--- config.mk ---
export PLATFORM = sky130hd
export DESIGN_NAME = shift_reg_ctrl
export DESIGN_NICKNAME = d
export VERILOG_FILES = /design/src/rtl/shift_reg_ctrl.sv
export SDC_FILE = /design/constraint.sdc
export NUM_CORES = 1
export LEC_CHECK = 0
export ABC_AREA = 1
export CAP_MARGIN = 5
export CORE_MARGIN = 2
export CORE_UTILIZATION = 43
export CTS_BUF_LIST = sky130_fd_sc_hd__clkbuf_8 sky130_fd_sc_hd__clkbuf_16
export CTS_CLUSTER_SIZE = 12
export DETAILED_ROUTE_END_ITERATION = 6
export PLACE_DENSITY = 0.9
export SYNTH_ARGS = -nofsm -noshare
export SYNTH_HDL_FRONTEND = slang
export SYNTH_SLANG_ARGS = --single-unit
--- constraint.sdc ---
create_clock -name clk -period 1.45 [get_ports clk]
set_input_delay 0.29 -clock clk [delete_from_list [all_inputs] [get_ports clk]]
set_output_delay 0.29 -clock clk [all_outputs]
set_load 0.005 [all_outputs]
--- src/rtl/shift_reg_ctrl.sv ---
// rtl/shift_reg_ctrl.sv - frame controller driving a parallel-load left shift register as a serial transmitter
// Optional parity bit after each frame: define SHIFT_REG_CTRL_PARITY_EN.
module shift_reg_ctrl #(
  parameter int   WIDTH      = 8,
  parameter logic FILL_BIT   = 1'b0,
  parameter int   GAP_CYCLES = 0
) (
  input  logic             clk,
  input  logic             rst_n,
  input  logic             in_valid,
  input  logic [WIDTH-1:0] in_data,
  output logic             in_ready,
  input  logic             abort,
  output logic             sr_enable,
  output logic             sr_load,
  output logic             sr_sclr,
  output logic [WIDTH-1:0] sr_data,
  output logic             sr_shiftin,
  input  logic             sr_shiftout,
  output logic             ser_out,
  output logic             ser_valid,
  output logic             busy,
  output logic             done
);

  localparam int              CNT_W    = $clog2(WIDTH);
  localparam logic [CNT_W-1:0] BIT_LAST = CNT_W'(WIDTH - 1);
  localparam logic [7:0]      GAP_LAST = 8'((GAP_CYCLES > 0) ? GAP_CYCLES - 1 : 0);

`ifdef SHIFT_REG_CTRL_PARITY_EN
  typedef enum logic [2:0] {S_IDLE, S_LOAD, S_SHIFT, S_LAST, S_PARITY, S_GAP} state_t;
`else
  typedef enum logic [2:0] {S_IDLE, S_LOAD, S_SHIFT, S_LAST, S_GAP} state_t;
`endif

  // Where a completed frame goes: through the inter-frame gap only if one is configured.
  localparam state_t POST_FRAME = (GAP_CYCLES > 0) ? S_GAP : S_IDLE;

  state_t           state, state_nxt;
  logic [CNT_W-1:0] bit_cnt;
  logic [7:0]       gap_cnt;
  logic [WIDTH-1:0] data_q;
  logic             ser_valid_q;
  logic             capture;
  logic             abort_act;
  logic             par_phase;
`ifdef SHIFT_REG_CTRL_PARITY_EN
  logic             parity_q;
`endif

  assign abort_act  = abort && (state != S_IDLE);
  assign in_ready   = (state == S_IDLE);
  assign busy       = (state != S_IDLE);
  assign sr_data    = data_q;
  assign sr_shiftin = FILL_BIT;

`ifdef SHIFT_REG_CTRL_PARITY_EN
  assign par_phase = (state == S_PARITY);
  // The parity bit is presented by the controller itself, not by the shift register.
  assign ser_valid = (ser_valid_q || par_phase) && !abort_act;
  assign ser_out   = ser_valid && (par_phase ? parity_q : sr_shiftout);
`else
  assign par_phase = 1'b0;
  assign ser_valid = ser_valid_q && !abort_act;
  assign ser_out   = ser_valid && sr_shiftout;
`endif

  // State, counters, captured word and the one-cycle-late serial qualifier.
  always_ff @(posedge clk or negedge rst_n) begin
    if (!rst_n) begin
      state       <= S_IDLE;
      bit_cnt     <= '0;
      gap_cnt     <= '0;
      data_q      <= '0;
      ser_valid_q <= 1'b0;
`ifdef SHIFT_REG_CTRL_PARITY_EN
      parity_q    <= 1'b0;
`endif
    end else begin
      state <= state_nxt;
      if (capture) begin
        data_q <= in_data;
`ifdef SHIFT_REG_CTRL_PARITY_EN
        parity_q <= ^in_data;
`endif
      end
      if (state == S_LOAD)
        bit_cnt <= '0;
      else if (state == S_SHIFT)
        bit_cnt <= bit_cnt + CNT_W'(1);
      if (state == S_GAP)
        gap_cnt <= gap_cnt + 8'd1;
      else
        gap_cnt <= '0;
      // shiftout changes on the shift edge, so its bit is valid the cycle after SHIFT
      ser_valid_q <= (state == S_SHIFT) && !abort_act;
    end
  end

  // Next state and shift register controls; abort overrides everything outside IDLE.
  always_comb begin
    state_nxt = state;
    capture   = 1'b0;
    sr_enable = 1'b0;
    sr_load   = 1'b0;
    sr_sclr   = 1'b0;
    done      = 1'b0;
    case (state)
      S_IDLE: begin
        if (in_valid && !abort) begin
          capture   = 1'b1;
          state_nxt = S_LOAD;
        end
      end
      S_LOAD: begin
        sr_enable = 1'b1;
        sr_load   = 1'b1;
        state_nxt = S_SHIFT;
      end
      S_SHIFT: begin
        sr_enable = 1'b1;
        if (bit_cnt == BIT_LAST)
          state_nxt = S_LAST;
      end
      S_LAST: begin
`ifdef SHIFT_REG_CTRL_PARITY_EN
        state_nxt = S_PARITY;
`else
        done      = 1'b1;
        state_nxt = POST_FRAME;
`endif
      end
`ifdef SHIFT_REG_CTRL_PARITY_EN
      S_PARITY: begin
        done      = 1'b1;
        state_nxt = POST_FRAME;
      end
`endif
      S_GAP: begin
        if (gap_cnt == GAP_LAST)
          state_nxt = S_IDLE;
      end
      default: state_nxt = S_IDLE;
    endcase
    if (abort_act) begin
      sr_enable = 1'b1;
      sr_sclr   = 1'b1;
      sr_load   = 1'b0;
      done      = 1'b0;
      state_nxt = S_IDLE;
    end
  end

endmodule

Word level (Yosys, flattened, before mapping)
Cells that the tools add are included.

word-level totals
  logic and storage cells = 45
  output and inout bits = 17
  memories kept = 0
  memory bits (read-only) = 0
  latch bits = 0
  bits in registers = 23
  memory bits (writable) = 0
  input bits = 13

operators by class
  bitwise logic cells = 0
  $mul = 0
  equal/unequal tests = 8
  muxes and demuxes = 17
  div/mod/pow operators = 0
  magnitude comparators = 0
  add/subtract/negate cells = 2
  reductions and logical operators = 13
  shift-type cells = 0

operators with widths
  kind                   number
  $mux W3                6
  $pmux W3 S4            1
  $mux W1                9
  $add A8 B1 Y8 const B  1
  $logic_not A8 Y1       1
  $mux W8                1
  $eq A3 B2 Y1 const B   2
  $eq A3 B3 Y1 const B   2
  $ne A3 B2 Y1 const B   2
  $logic_and A1 B1 Y1    5
  $add A3 B1 Y3 const B  1
  $eq A3 B1 Y1 const B   1
  $logic_not A3 Y1       1
  $ne A3 B1 Y1 const B   1
  $reduce_and A3 Y1      1
  $reduce_bool A3 Y1     1
  $logic_not A1 Y1       2
  $reduce_bool A2 Y1     1
  $reduce_or A2 Y1       1

Depth between registers and ports, before layout
  depth in word-level cells = 5
  depth in mapped cells = 8
  mapped depth without buffers = 8

Least setup slack after synthesis
OpenSTA, ideal clock, no wires.

  kind = register to output
  from = register state[0]
  to = output ser_out
  data required time = 1160 ps
  path slack = 120 ps
  buffers on the path = 0
  stages on the path, launching flop included = 6
  arrival time = 1040 ps
  cell sequence = dfrtp_1 inv_1 ha_1 inv_2 nand2_4 and3_1

on the way
  word-level cells in the longest chain between the ends = 5

ends and longest elaborated chain
  what                    RTL line  source
  start, declared         39        state_t state, state_nxt;
  start signal, assigned  80        state <= state_nxt;
  $reduce_bool A3 Y1      51        assign abort_act = abort && (state != S_IDLE);
  $logic_and A1 B1 Y1     51
  $logic_not A1 Y1        64        assign ser_valid = ser_valid_q && !abort_act;
  $logic_and A1 B1 Y1     64
  $logic_and A1 B1 Y1     65        assign ser_out = ser_valid && sr_shiftout;
  end, declared           20        output logic ser_out,

Every way passes these cells.

Worst setup path in the final report
  from = register state[0]
  to = output sr_enable

on the way
  word-level cells in the longest chain between the ends = 4
  elaborated cells between the ends (all ways) = 7
  classes of those cells = eq/ne (2); mux (2); reduce/logical (3)

ends and longest elaborated chain
  what                                          RTL line  source
  $eq A3 B1 Y1 or $eq A3 B2 Y1 (tied branches)  108       case (state)
  $reduce_or A2 Y1 (no line)                    --
  $mux W1                                       108
  $mux W1 *                                     145       if (abort_act) begin
  end, declared                                 14        output logic sr_enable,

Every way passes the cells marked *; elsewhere a longest branch is shown, timed or not.

==> run metrics <==
CP required=1.16 ns; CP Capture Type=output port; CP max-delay cell=dfrtp_1; status=complete, but fails checks; Vias/cell=4.462; vias in the first global route=727; Chip Height=47.39 um; crit-path cells=inv_2 -> buf_6 -> ha_4 -> inv_2 -> nand2_1 -> buf_2; Mapped Nets=110; failing checks=negative setup slack; I/O pin total=30; HPWL after detailed placement=1379 um; fmax=638.2 MHz; FF+latch area=350.3 sq um; top cell family by delay on the critical path=flip-flops; drt drc=0; syn avg cell area=8.995 sq um; H-tree depth=1; synthesized cell area=809.5 sq um; area growth from synthesis to layout=70.02%; Hold Crit Class=in -> async; multi-input logic area=416.7 sq um; routed vias=754; synth unique cells=19; Antenna Nets Post-Route=0; detailed-route wire length=2071 um; Slew Limit Fails=0; Max Clock Skew=0.004259 ns; GPL Wtd Cong=0.8259; DRT Pass-1 Iters=4; CTS max path bufs=2; largest cells by area after synthesis=dfrtp_1 43%, ha_1 11%, o21ai_2 8.7%, nand2_1 7.9%, inv_1 7.4%; Ys Warns=0; setup ws final=-0.1170 ns; commonest cells after routing, fill and taps aside=20 x clkdlybuf4s50_1, 19 x buf_4, 16 x nand2_1; CP bufs+invs=4; period utilisation layout=1.081; Initial DRC Count=10; sequential share of the synthesized area=0.4328; num rows=15; R2R Setup Slk=-0.10 ns; final setup TNS=-0.5308 ns; Max-Cap Viols=0; global-route wire length before repair=3015 um; WP depth=6; clock tree sinks=14; CTS root buffer=clkbuf_8; initial antenna violation count=0; nets=166; CP max FO=2; final setup vio count=6; Core Region=1745 sq um; r2r worst-path depth=12; hold_buf cts=0; Cells after DPL=153; PortBufs=28; Initial Utilization=0.4638; ant diodes=0; number of synthesized register bits=14; crit-path max cell delay=0.38 ns; Synth Instances=90; total track usage=0.2013; largest net degree at the start of global routing=17; Leak=0.7070 nW; total clock buffers created by CTS=3; cell taking the most area after synthesis=dfrtp_1; clk_lat worst skew=0.25 ns; minimum clock period=1.567 ns; fraction of post-synthesis cell area in the top cell type by area=0.4328; layout cells sized above 1=0.4792; endpoints failing hold=0; commonest non-fill, non-tap cell in the layout=clkdlybuf4s50_1; Reg clk slew, reported paths=0.06 ns; Worst Setup Start Kind=flip-flop; Max VDD drop=0.001372 V; DIE AREA=2246 sq um; crit path DAT=1.28 ns; Setup CP Type=reg -> out; Die W=47.39 um; P per Cell Area=2139 nW/um^2; final std cells w/o fill=169; most used cell along the critical path=inv_2; unrepaired setup endpoints after global routing=true; CTS tree=built; grt ovf=0; Filler cells=121; DR WL/cell=12.25 um
[synth_stat cells]
cell      n
inv_4     1
inv_1    16
nor2_1    6
a21oi_1   2
buf_4     1
buf_12    1
nand3_4   1
nand2_1  17
dfrtp_1  14
conb_1    1
nand2_4   1
nand3_1   4
and3_1    1
nor2_2    1
ha_1      7
nand2_2   4
nand3_2   1
inv_2     3
o21ai_2   8
[worst reg2reg max path, cell delays in order (launching register included)]
cell	delay, ns
dfrtp_1	0.38
buf_6	0.13
ha_4	0.12
inv_2	0.03
buf_4	0.12
buf_4	0.12
buf_4	0.12
buf_4	0.12
buf_4	0.12
nand2_2	0.04
nor2_1	0.03
nand3_1	0.06
nand2_1	0.05
[routing by layer]
| layer | wire length, um | global-route usage | part of all wire | up-vias |
|---|---|---|---|---|
| met5 | 0 | 0 | 0 | - |
| met4 | 30 | 0.08333 | 0.014 | 0 |
| met3 | 137 | 0.04615 | 0.066 | 4 |
| met2 | 1128 | 0.3892 | 0.54 | 29 |
| met1 | 774 | 0.2014 | 0.37 | 347 |
| li1 | - | - | - | 374 |
[final cells by class]
type                            count  area share
Timing Repair Buffer               53      0.3318
Multi-Input combinational cell     54      0.3027
Sequential cell                    14      0.2545
Inverter                           20     0.05818
Clock buffer                        3     0.03000
Tap cell                           25     0.02273
[what timing repair did]
item                       in CTS  in global routing
gates resized for setup        48                  8
setup endpoints to repair       8                 10
buffers inserted               14                  1
pin swaps                       5                  8
hold endpoints to repair        0                  0
[worst paths after layout]
check | startpoint | end
max in group asynchronous | rst_n | state[0]$_DFFE_PN0P_
worst max register to register | state[0]$_DFFE_PN0P_ | state[0]$_DFFE_PN0P_
worst min-delay path | rst_n | ser_valid_q$_DFF_PN0_
worst min register to register | sr_data[7]$_DFFE_PN0P_ | sr_data[7]$_DFFE_PN0P_
worst max-delay path | state[0]$_DFFE_PN0P_ | sr_enable
min in group clk | sr_data[7]$_DFFE_PN0P_ | sr_data[7]$_DFFE_PN0P_
[registers in the layout, indices dropped and copies added (netlist names)]
| name | cells |
|---|---|
| sr_data | 8 |
| state | 2 |
| ser_valid_q | 1 |
| bit_cnt | 3 |
[power by group]
part | switching (mW) | internal [mW] | leakage (nW)
clock | 0.133 | 0.184 | 0.0216
combinational | 0.840 | 1.08 | 0.510
sequential | 0.123 | 0.584 | 0.175
total | 1.10 | 1.85 | 0.707
[stage by stage]
step                area (sq um)  hold slack, ns  setup slack [ns]    util  total power, mW
floorplan                  809.5       -0.005591            0.1202       -            1.420
global placement            1184          0.4655           -0.3522  0.6781            2.162
detailed placement          1184          0.4672           -0.4013  0.6781            2.235
CTS                         1360          0.3733           -0.1017  0.7792            2.859
global route                1376          0.3979           -0.1767  0.7885            3.150
finish                      1376          0.3678           -0.1170  0.7885            2.944
[cells by family after synthesis]
| kind of cell | after synthesis | synth area share |
|---|---|---|
| flip-flops | 14 | 0.4328 |
| AND/OR/NAND/NOR | 36 | 0.2257 |
| buffers and inverters | 22 | 0.1298 |
| other | 1 | 0.004632 |
| AO/OA/AOI/OAI | 10 | 0.09892 |
| adder cells (fa/ha/maj) | 7 | 0.1082 |
Power figures use the tool's default switching activity.
